File: src/rtl/dll_pkg.sv
// Shared types and constants for the DLL lock controller: FSM encoding and
// delay-line code limits.
package dll_pkg;

  localparam int CODE_W = 10;
  localparam logic [CODE_W-1:0] CODE_MAX = 10'd1023;
  localparam logic [CODE_W-1:0] CODE_MID = 10'd512;
  localparam logic [3:0] IDX_MSB = 4'd9;

  typedef enum logic [2:0] {
    IDLE     = 3'd0,
    S_SETTLE = 3'd1,
    S_EVAL   = 3'd2,
    T_SETTLE = 3'd3,
    T_EVAL   = 3'd4
  } dll_state_e;

endpackage

File: src/rtl/dll_settle_timer.sv
// Settle-window down-counter: loaded at the start of each window, frozen by
// hold, and flags when the window has run its full length.
module dll_settle_timer #(
  parameter int SETTLE_CYC = 8
) (
  input  logic clk_ext,
  input  logic rst,
  input  logic load_i,
  input  logic hold_i,
  output logic first_o,
  output logic done_o
);

  logic [7:0] count_q, count_d;

  always_comb begin
    count_d = count_q;
    if (!hold_i) begin
      if (load_i) begin
        count_d = 8'(SETTLE_CYC - 1);
      end else if (count_q != 8'd0) begin
        count_d = count_q - 8'd1;
      end
    end
  end

  always_ff @(posedge clk_ext or posedge rst) begin
    if (rst) begin
      count_q <= '0;
    end else begin
      count_q <= count_d;
    end
  end

  // first_o marks the edge that opens a window; the caller registers it.
  assign first_o = load_i & ~hold_i;
  assign done_o  = (count_q == 8'd0);

endmodule

File: src/rtl/dll_lock_ctrl.sv
// DLL lock controller: binary search of the delay-line code followed by
// +/-1 tracking with dither-based lock detection.
module dll_lock_ctrl
  import dll_pkg::*;
#(
  parameter int SETTLE_CYC = 8,
  parameter int LOCK_CNT   = 16,
  parameter int LOSS_CNT   = 3
) (
  input  logic              clk_ext,
  input  logic              rst,
  input  logic              start,
  input  logic              hold,
  input  logic              comp,
  output logic              pd_reset,
  output logic [CODE_W-1:0] code,
  output logic              busy,
  output logic              locked,
  output logic              sat,
  output logic [2:0]        state
);

  localparam logic [15:0] LOCK_LIM = 16'(LOCK_CNT);
  localparam logic [15:0] LOSS_LIM = 16'(LOSS_CNT);

  dll_state_e        state_q, state_d;
  logic [CODE_W-1:0] code_q, code_d;
  logic [3:0]        idx_q, idx_d;
  logic [15:0]       dither_q, dither_d;
  logic [15:0]       loss_q, loss_d;
  logic              prev_valid_q, prev_valid_d;
  logic              prev_up_q, prev_up_d;
  logic              locked_q, locked_d;
  logic              sat_q, sat_d;
  logic              pd_reset_q, busy_q;
  logic              restart, settle_load, settle_first, settle_done;

  dll_settle_timer #(.SETTLE_CYC(SETTLE_CYC)) u_timer (
    .clk_ext (clk_ext),
    .rst     (rst),
    .load_i  (settle_load),
    .hold_i  (hold),
    .first_o (settle_first),
    .done_o  (settle_done)
  );

  assign restart = start && !hold && (state_q inside {IDLE, T_SETTLE, T_EVAL});

  always_ff @(posedge clk_ext or posedge rst) begin
    if (rst) begin
      state_q      <= IDLE;
      code_q       <= '0;
      idx_q        <= IDX_MSB;
      dither_q     <= '0;
      loss_q       <= '0;
      prev_valid_q <= 1'b0;
      prev_up_q    <= 1'b0;
      locked_q     <= 1'b0;
      sat_q        <= 1'b0;
      pd_reset_q   <= 1'b0;
      busy_q       <= 1'b0;
    end else begin
      state_q      <= state_d;
      code_q       <= code_d;
      idx_q        <= idx_d;
      dither_q     <= dither_d;
      loss_q       <= loss_d;
      prev_valid_q <= prev_valid_d;
      prev_up_q    <= prev_up_d;
      locked_q     <= locked_d;
      sat_q        <= sat_d;
      pd_reset_q   <= settle_first;
      busy_q       <= (state_d != IDLE);
    end
  end

  always_comb begin
    state_d = state_q;
    if (!hold) begin
      case (state_q)
        IDLE:     if (start) state_d = S_SETTLE;
        S_SETTLE: if (settle_done) state_d = S_EVAL;
        S_EVAL:   state_d = (idx_q == 4'd0) ? T_SETTLE : S_SETTLE;
        T_SETTLE: begin
          if (start) begin
            state_d = S_SETTLE;
          end else if (settle_done) begin
            state_d = T_EVAL;
          end
        end
        T_EVAL:   state_d = start ? S_SETTLE : T_SETTLE;
        default:  state_d = IDLE;
      endcase
    end
  end

  // Every settle state is entered through a state change, so that edge opens the window.
  assign settle_load = (state_d != state_q) && (state_d == S_SETTLE || state_d == T_SETTLE);

  always_comb begin
    code_d       = code_q;
    idx_d        = idx_q;
    dither_d     = dither_q;
    loss_d       = loss_q;
    prev_valid_d = prev_valid_q;
    prev_up_d    = prev_up_q;
    locked_d     = locked_q;
    sat_d        = sat_q;
    if (!hold) begin
      if (restart) begin
        code_d       = CODE_MID;
        idx_d        = IDX_MSB;
        dither_d     = '0;
        loss_d       = '0;
        prev_valid_d = 1'b0;
        locked_d     = 1'b0;
        sat_d        = 1'b0;
      end else if (state_q == S_EVAL) begin
        if (!comp) code_d[idx_q] = 1'b0;
        if (idx_q != 4'd0) begin
          code_d[idx_q - 4'd1] = 1'b1;
          idx_d = idx_q - 4'd1;
        end
      end else if (state_q == T_EVAL) begin
        if (comp) begin
          if (code_q == CODE_MAX) begin
            sat_d = 1'b1;
          end else begin
            code_d = code_q + 10'd1;
            sat_d  = 1'b0;
          end
        end else begin
          if (code_q == '0) begin
            sat_d = 1'b1;
          end else begin
            code_d = code_q - 10'd1;
            sat_d  = 1'b0;
          end
        end
        // The first track step has no reference direction and is neutral.
        if (prev_valid_q) begin
          if (comp != prev_up_q) begin
            if (dither_q != LOCK_LIM) dither_d = dither_q + 16'd1;
            loss_d = '0;
            if (!locked_q && dither_d == LOCK_LIM) locked_d = 1'b1;
          end else begin
            dither_d = '0;
            if (locked_q && (loss_q + 16'd1 >= LOSS_LIM)) begin
              locked_d = 1'b0;
              loss_d   = '0;
            end else if (locked_q) begin
              loss_d = loss_q + 16'd1;
            end else begin
              loss_d = '0;
            end
          end
        end
        prev_valid_d = 1'b1;
        prev_up_d    = comp;
      end
    end
  end

  assign pd_reset = pd_reset_q;
  assign code     = code_q;
  assign busy     = busy_q;
  assign locked   = locked_q;
  assign sat      = sat_q;
  assign state    = state_q;

endmodule

File: config.mk
export PLATFORM = sky130hd
export DESIGN_NAME = dll_lock_ctrl
export DESIGN_NICKNAME = d
export VERILOG_FILES = /design/src/rtl/dll_pkg.sv /design/src/rtl/dll_settle_timer.sv /design/src/rtl/dll_lock_ctrl.sv
export SDC_FILE = /design/constraint.sdc
export NUM_CORES = 1
export LEC_CHECK = 0
export ABC_AREA = 1
export CORE_MARGIN = 2
export CORE_UTILIZATION = 30
export DETAILED_ROUTE_END_ITERATION = 7
export GPL_TIMING_DRIVEN = 0
export PLACE_DENSITY_LB_ADDON = 0.2
export RECOVER_POWER = 50
export SYNTH_ARGS = -nofsm -noshare
export SYNTH_HDL_FRONTEND = slang
export SYNTH_SLANG_ARGS = --single-unit
File: constraint.sdc
create_clock -name clk_ext -period 2.6 [get_ports clk_ext]
set_input_delay 0.26 -clock clk_ext [delete_from_list [all_inputs] [get_ports clk_ext]]
set_output_delay 0.26 -clock clk_ext [all_outputs]
set_load 0.05 [all_outputs]
Yosys cells after proc, flatten, opt, wreduce, memory -nomap -nowiden
Index checks and enable logic that the tools add are counted.
{"block": "word_totals", "word_cells": 140, "reg_bits": 63, "input_bits": 5, "out_inout_bits": 17}
{"block": "op_classes", "n_lt_le_gt_ge": 5, "reduce_logical": 32, "muxes": 63, "eq_ne": 15, "n_addsub": 6, "bitwise": 7}
{"op": "two-way mux 16 bit", "n": 19}
{"op": "two-way mux 10 bit", "n": 11}
{"op": "adder 16 x 1 -> 16 bit (second input constant)", "n": 2}
{"op": "two-way mux 1 bit", "n": 18}
{"op": "== test 16 x 5 -> 1 bit (second input constant)", "n": 1}
{"op": ">= comparator 16 x 2 -> 1 bit (second input constant)", "n": 1}
{"op": "two-way mux 8 bit", "n": 2}
{"op": "inequality test 16 x 5 -> 1 bit (second input constant)", "n": 1}
{"op": "two-way mux 3 bit", "n": 5}
{"op": "case mux 3 bit (5 select lines)", "n": 1}
{"op": "two-way mux 4 bit", "n": 3}
{"op": "AND reduction 4 bit", "n": 3}
{"op": "nonzero test 3 bit", "n": 4}
{"op": "adder 10 x 1 -> 10 bit (second input constant)", "n": 1}
{"op": "bitwise AND 10 bit", "n": 1}
{"op": "== test 10 bit (second input constant)", "n": 1}
{"op": "logical NOT 10 bit", "n": 1}
{"op": "< comparator 4 x 5 -> 1 bit (second input constant)", "n": 2}
{"op": "NOT 10 bit", "n": 1}
{"op": "OR 10 bit", "n": 1}
{"op": "nonzero test 2 bit", "n": 5}
{"op": "subtractor 10 x 1 -> 10 bit (second input constant)", "n": 1}
{"op": "== test 3 x 2 -> 1 bit (second input constant)", "n": 3}
{"op": "demux 1 bit (select 4 bit)", "n": 2}
{"op": "24 further kinds", "n": 38}

Depth between registers and ports, before layout
{"block": "depth", "depth_word": 16, "mapped_depth": 14}

By module
From an unflattened synthesis, not the netlist that was laid out.
{"block": "unflattened", "cells_unflattened": 686, "area_unflattened_um2": 4611.9}
{"mod": "dll_lock_ctrl", "area_per_inst_um2": 4055.1, "cells_each": 606, "instances": 1}
{"mod": "dll_settle_timer", "area_per_inst_um2": 556.8, "cells_each": 80, "instances": 1}

Least setup slack after synthesis
Ideal clock, no wire load.
{"block": "synth_timing", "path_kind": "reg2reg", "from": "register code_q[0], in the netlist code[0]", "to": "register code_q[6], in the netlist code[6]", "setup_ns": 0.123, "period_less_slack_ns": 2.233, "path_buffers": 0, "path_slack_ns": 0.367, "stages_incl_launch_ff": 12, "t_arrival_ns": 2.111, "path_cell_list": "dfrtp_1 -> inv_1 -> fa_1 -> inv_1 -> nand3_1 -> nand2_1 -> nand2_1 -> nand2_1 -> a21oi_1 -> or2_2 -> a21oi_1 -> o21ai_1"}
{"block": "synth_via", "elab_chain_cells": 6, "word_cells_on_any_way": 13, "cone_classes": "2 x add/sub; 3 x eq/ne; 6 x mux; 2 x reduce/logical"}
{"element": "from (decl)", "line": "dll_lock_ctrl.sv:27", "source": "logic [CODE_W-1:0] code_q, code_d;"}
{"element": "from (signal assigned)", "line": "dll_lock_ctrl.sv:64", "source": "code_q <= code_d;"}
{"element": "subtractor 10 x 1 -> 10 bit / adder 10 x 1 -> 10 bit (equally long branches)", "line": "dll_lock_ctrl.sv:136, dll_lock_ctrl.sv:129"}
{"element": "two-way mux 10 bit, on equally long branches", "line": "dll_lock_ctrl.sv:133, dll_lock_ctrl.sv:126"}
{"element": "two-way mux 10 bit", "line": "dll_lock_ctrl.sv:125", "source": "if (comp) begin"}
{"element": "two-way mux 10 bit", "line": "dll_lock_ctrl.sv:124", "source": "end else if (state_q == T_EVAL) begin"}
{"element": "two-way mux 10 bit", "line": "dll_lock_ctrl.sv:118", "source": "end else if (state_q == S_EVAL) begin"}
{"element": "two-way mux 10 bit", "line": "dll_lock_ctrl.sv:110", "source": "if (restart) begin"}
Parallel ways exist; a longest one is shown, timed or not. The select of a mux whose other input is x is not followed.
A chain may end at the register's enable or synchronous reset.

Worst setup path after layout
{"block": "layout_timing", "from": "input comp", "to": "register code_q[8], in the netlist code[8]"}
{"block": "layout_via", "elab_chain_cells": 8, "word_cells_on_any_way": 13, "cone_classes": "2 x eq/ne; 9 x mux; 1 x bitwise; 1 x reduce/logical"}
{"element": "from (decl)", "line": "dll_lock_ctrl.sv:14", "source": "input logic comp,"}
{"element": "two-way mux 10 bit", "line": "dll_lock_ctrl.sv:119", "source": "if (!comp) code_d[idx_q] = 1'b0;"}
{"element": "two-way mux 10 bit", "line": "dll_lock_ctrl.sv:118"}
{"element": "two-way mux 10 bit", "line": "dll_lock_ctrl.sv:110"}
{"element": "two-way mux 10 bit", "line": "dll_lock_ctrl.sv:109", "source": "if (!hold) begin"}
{"element": "OR 10 bit (no line)"}
{"element": "two-way mux 10 bit", "line": "dll_lock_ctrl.sv:120", "source": "if (idx_q != 4'd0) begin"}
{"element": "two-way mux 10 bit", "line": "dll_lock_ctrl.sv:118"}
{"element": "two-way mux 10 bit", "line": "dll_lock_ctrl.sv:110"}
Parallel ways exist; a longest one is shown, timed or not. The select of a mux whose other input is x is not followed.

==> summary.md <==
| Metric | Value |
|---|---|
| Max VDD drop | `roughly 0.00055 V` |
| Clock-pin slew on the worst setup and hold paths | `0.05 ns` |
| Largest family of logic cells by synthesized area | `simple AND/OR/NAND/NOR gates` |
| Logic pwr share | `48.3%` |
| GRT overflow | `0` |
| Post-synthesis instance area | `4425 um2` |
| Initial antenna violation count | `0` |
| Routability cong. | `0.8521` |
| Hold Path Cell Cnt | `2` |
| Final std cells w/o fill | `836` |
| Synth unique cells | `between 40 and 50` |
| Number of synthesized flops with an enable pin | `0` |
| Clock power frac | `20.4%` |
| Maximum clock path buffer count | `2` |
| Slew Limit Fails | `0` |
| Syn_area_per_cell | `7.208 um2` |
| RSZ-0062 raised after global routing | `no` |
| Flops & latches, synth | `63` |
| CP arrival | `~2.6 ns` |
| # hold bufs at CTS | `0` |
| CP startpoint kind | `input pin` |
| TritonCTS clock tree | `done` |
| Status | `complete, no violations` |
| Post-layout util | `35.67%` |
| Port buffer count | `21` |
| Critical path class | `in2reg` |
| Number of diodes | `0` |
| Clk_skew | `0.003750 ns` |
| Hold path start | `prev_valid_q$_DFFE_PP0P_` |
| Setup TNS | `0 ns` |
| Worst Tran Pin Value | `1.337 ns` |
| Number of global-route vias before repair | `3,997` |
| Worst Setup End Kind | `flop` |
| Crit-path max FO | `10` |
| Width of the die | `between 100 and 150 um` |
| Post-DRT Antenna Nets | `0` |
| Reg power frac | `31.2%` |
| Post-Syn Nets | `640` |
| H-tree levels | `3` |
| Starting Density | `30.57%` |
| Post-synthesis sequential area ratio | `35.68%` |
| # setup viols final | `0` |
| Most common library cells after synthesis | `137 x nand2_1, 79 x inv_1, 71 x nor2_1` |
| Nets@finish | `673` |
| R2R cell count | `11` |
| Worst skew pair latency | `roughly 0.33 ns` |
| Die H | `approximately 130 um` |
| R2R Path End | `code[6]$_DFFE_PP0P_` |
| Vias | `4,057` |
| Mux contribution to synthesized area | `0%` |
| Drt total wl | `between 10,000 and 15,000 um` |
| DRT Pass-1 Iters | `5` |
| Layout cell share with drive strength beyond 1 | `9.202%` |
| DR WL/cell | `13.27 um` |
| Design internal power | `3.094 mW` |
| Setup WS post-layout | `0.2636 ns` |
| Slew HR | `10.75%` |
| Synth Area in Compound Gates | `13.46%` |
| Root buffer cell | `clkbuf_16` |
| DR iter-0 viols | `215` |
| Period minus WS final | `2.336 ns` |
| Required time worst endpoint | `2.87 ns` |
| Simple-gate area share of the yosys netlist | `31.58%` |
| Filler cells | `approximately 1,600` |
| CTS Sinks | `63` |
| Syn Inst Count | `approximately 610` |
| Reg2reg setup slack | `approximately 0.4 ns` |
| Core ar. | `14,480 um2` |
| Final Hold Vio Count | `0` |
| Syn. warnings | `0` |
| First-pass GRT wire length | `19,200 um` |
| Peak Freq | `approximately 430 MHz` |
| Place WS | `-0.5161 ns` |
| Dominant cell by count in the synthesized netlist | `nand2_1` |
| Placed insts | `819` |
| Vias per cell | `4.853` |
| DP HPWL | `8279 um` |
| Post-synth top area share | `34.49%` |
| Worst r2r src | `code[0]$_DFFE_PP0P_` |
| Power per cell area | `1121 nW/um2` |
| Synth Area in Adders | `6.107%` |
| # IOs | `22` |
| Cts bufs inserted | `9` |
| Ys async rst share | `100.0%` |
| Yosys top cell by area | `dfrtp_1` |
| Hold Path End | `prev_valid_q$_DFFE_PP0P_` |
| Gr usage total | `around 15%` |
| MaxCap Viol Count | `0` |
| Largest cells by area after synthesis | `dfrtp_1 34%, nand2_1 12%, inv_1 6.7%, nor2_1 6.0%, nand3_1 6.0%` |
| Worst min path class | `reg2reg` |
| Layout area overhead | `16.71%` |
| Post-synth top flop | `dfrtp_1` |
| Final worst path period share | `89.86%` |
| P_sw | `2.697 mW` |
| Cell Rows | `44` |
| Die area | `15,740 um2` |
| # DRC | `0` |
| Pin count of the biggest net entering global routing | `64` |
| Post-synthesis xor/xnor area fraction | `5.117%` |
| Leakage | `2.292 nW` |
| Sw frac | `between 40% and 50%` |
sequential cells by signal, summed over array words and instances (netlist names):
| signal | cells |
|---|---|
| busy | 1 |
| code | 10 |
| dither_q | 16 |
| idx_q | 4 |
| locked | 1 |
| loss_q | 16 |
| pd_reset | 1 |
| prev_up_q | 1 |
| prev_valid_q | 1 |
| sat | 1 |
| state | 3 |
| u_timer.count_q | 8 |
placed cells by master (no fill, tap or decap), drive strengths merged, types with 2 or more instances in the layout:
master         instances
clkbuf                16
inv                   87
dfstp                  2
nor3                  12
a21oi                 24
o211ai                 8
xnor2                  5
dlygate4sd3            2
nand2                144
nand4                 11
or2                    2
clkdlybuf4s50         18
ha                    20
o21ai                 48
nor4                   2
nor2                  80
dfrtp                 61
o22ai                 14
clkinvlp               2
nand3                 57
buf                    4
xor2                  20
power by group through the flow:
stage / Clock [mW] / Combinational, mW / Sequential, mW
after global routing: 1.26 / 3.17 / 1.87
after CTS: 1.22 / 2.82 / 1.81
final: 1.18 / 2.80 / 1.81
after detailed placement: 0 / 2.81 / 1.82
after global placement: 0 / 2.76 / 1.81
after floorplan: 0 / 1.79 / 2.04
cells by family after synthesis:
group,after synthesis
flip-flops,63
AND/OR/NAND/NOR,310
adder cells (fa/ha/maj),21
XOR/XNOR,25
AO/OA/AOI/OAI,102
buffers and inverters,93
final cells by class:
cell class | instances | area, um2 | share of cell area, %
Buffer | 5 | 25.02 | 0.4845
Clock buffer | 14 | 284.0 | 5.499
Clock inverter | 2 | 12.51 | 0.2422
Inverter | 88 | 334.1 | 6.468
Multi-Input combinational cell | 458 | 2484 | 48.09
Sequential cell | 63 | 1579 | 30.57
Tap cell | 184 | 230.2 | 4.457
Timing Repair Buffer | 22 | 216.5 | 4.191
worst max path at each step:
| stage | startpoint | endpoint | slack (ns) | cells past startpoint |
|---|---|---|---|---|
| floorplan | code[0]$_DFFE_PP0P_ | code[6]$_DFFE_PP0P_ | 0.37 | 11 |
| global placement | rst | u_timer.count_q[4]$_DFFE_PP0P_ | -0.58 | 2 |
| detailed placement | comp | code[7]$_DFFE_PP0P_ | -0.52 | 13 |
| CTS | comp | code[7]$_DFFE_PP0P_ | 0.17 | 13 |
| global route | comp | code[8]$_DFFE_PP0P_ | 0.08 | 12 |
| finish | comp | code[8]$_DFFE_PP0P_ | 0.26 | 12 |
per-stage QoR:
step           area, um2  total power, mW  hold WS [ns]
2_1_floorplan       4425            3.834        0.4011
4_1_cts             5175            5.845        0.4982
6_report            5165            5.790        0.5065
3_3_place_gp        4866            4.577        0.4886
5_1_grt             5165            6.307        0.5223
3_5_place_dp        4868            4.625        0.4960
worst max-delay path: stages:
cell and delay (ns):
dlygate4sd2_1 0.45, clkinvlp_4 0.28, buf_4 0.24, ha_1 0.36, inv_1 0.09, nor3_1 0.22, nand2_1 0.07, nand3_1 0.10
xor2_1 0.22, nand2_1 0.08, a21oi_1 0.15, a21o_1 0.09
metal layers:
metal  global-route usage [%]  wire (um)
met1                    19.63       5273
met2                    24.17       5126
met3                    3.295        470
met4                    5.294        223
met5                        0          0
timing repair:
item                       in CTS  in global routing
resized for setup               2                  1
setup buffers                   1                  0
setup endpoints to repair       1                  1
Power figures use the tool's default switching activity.
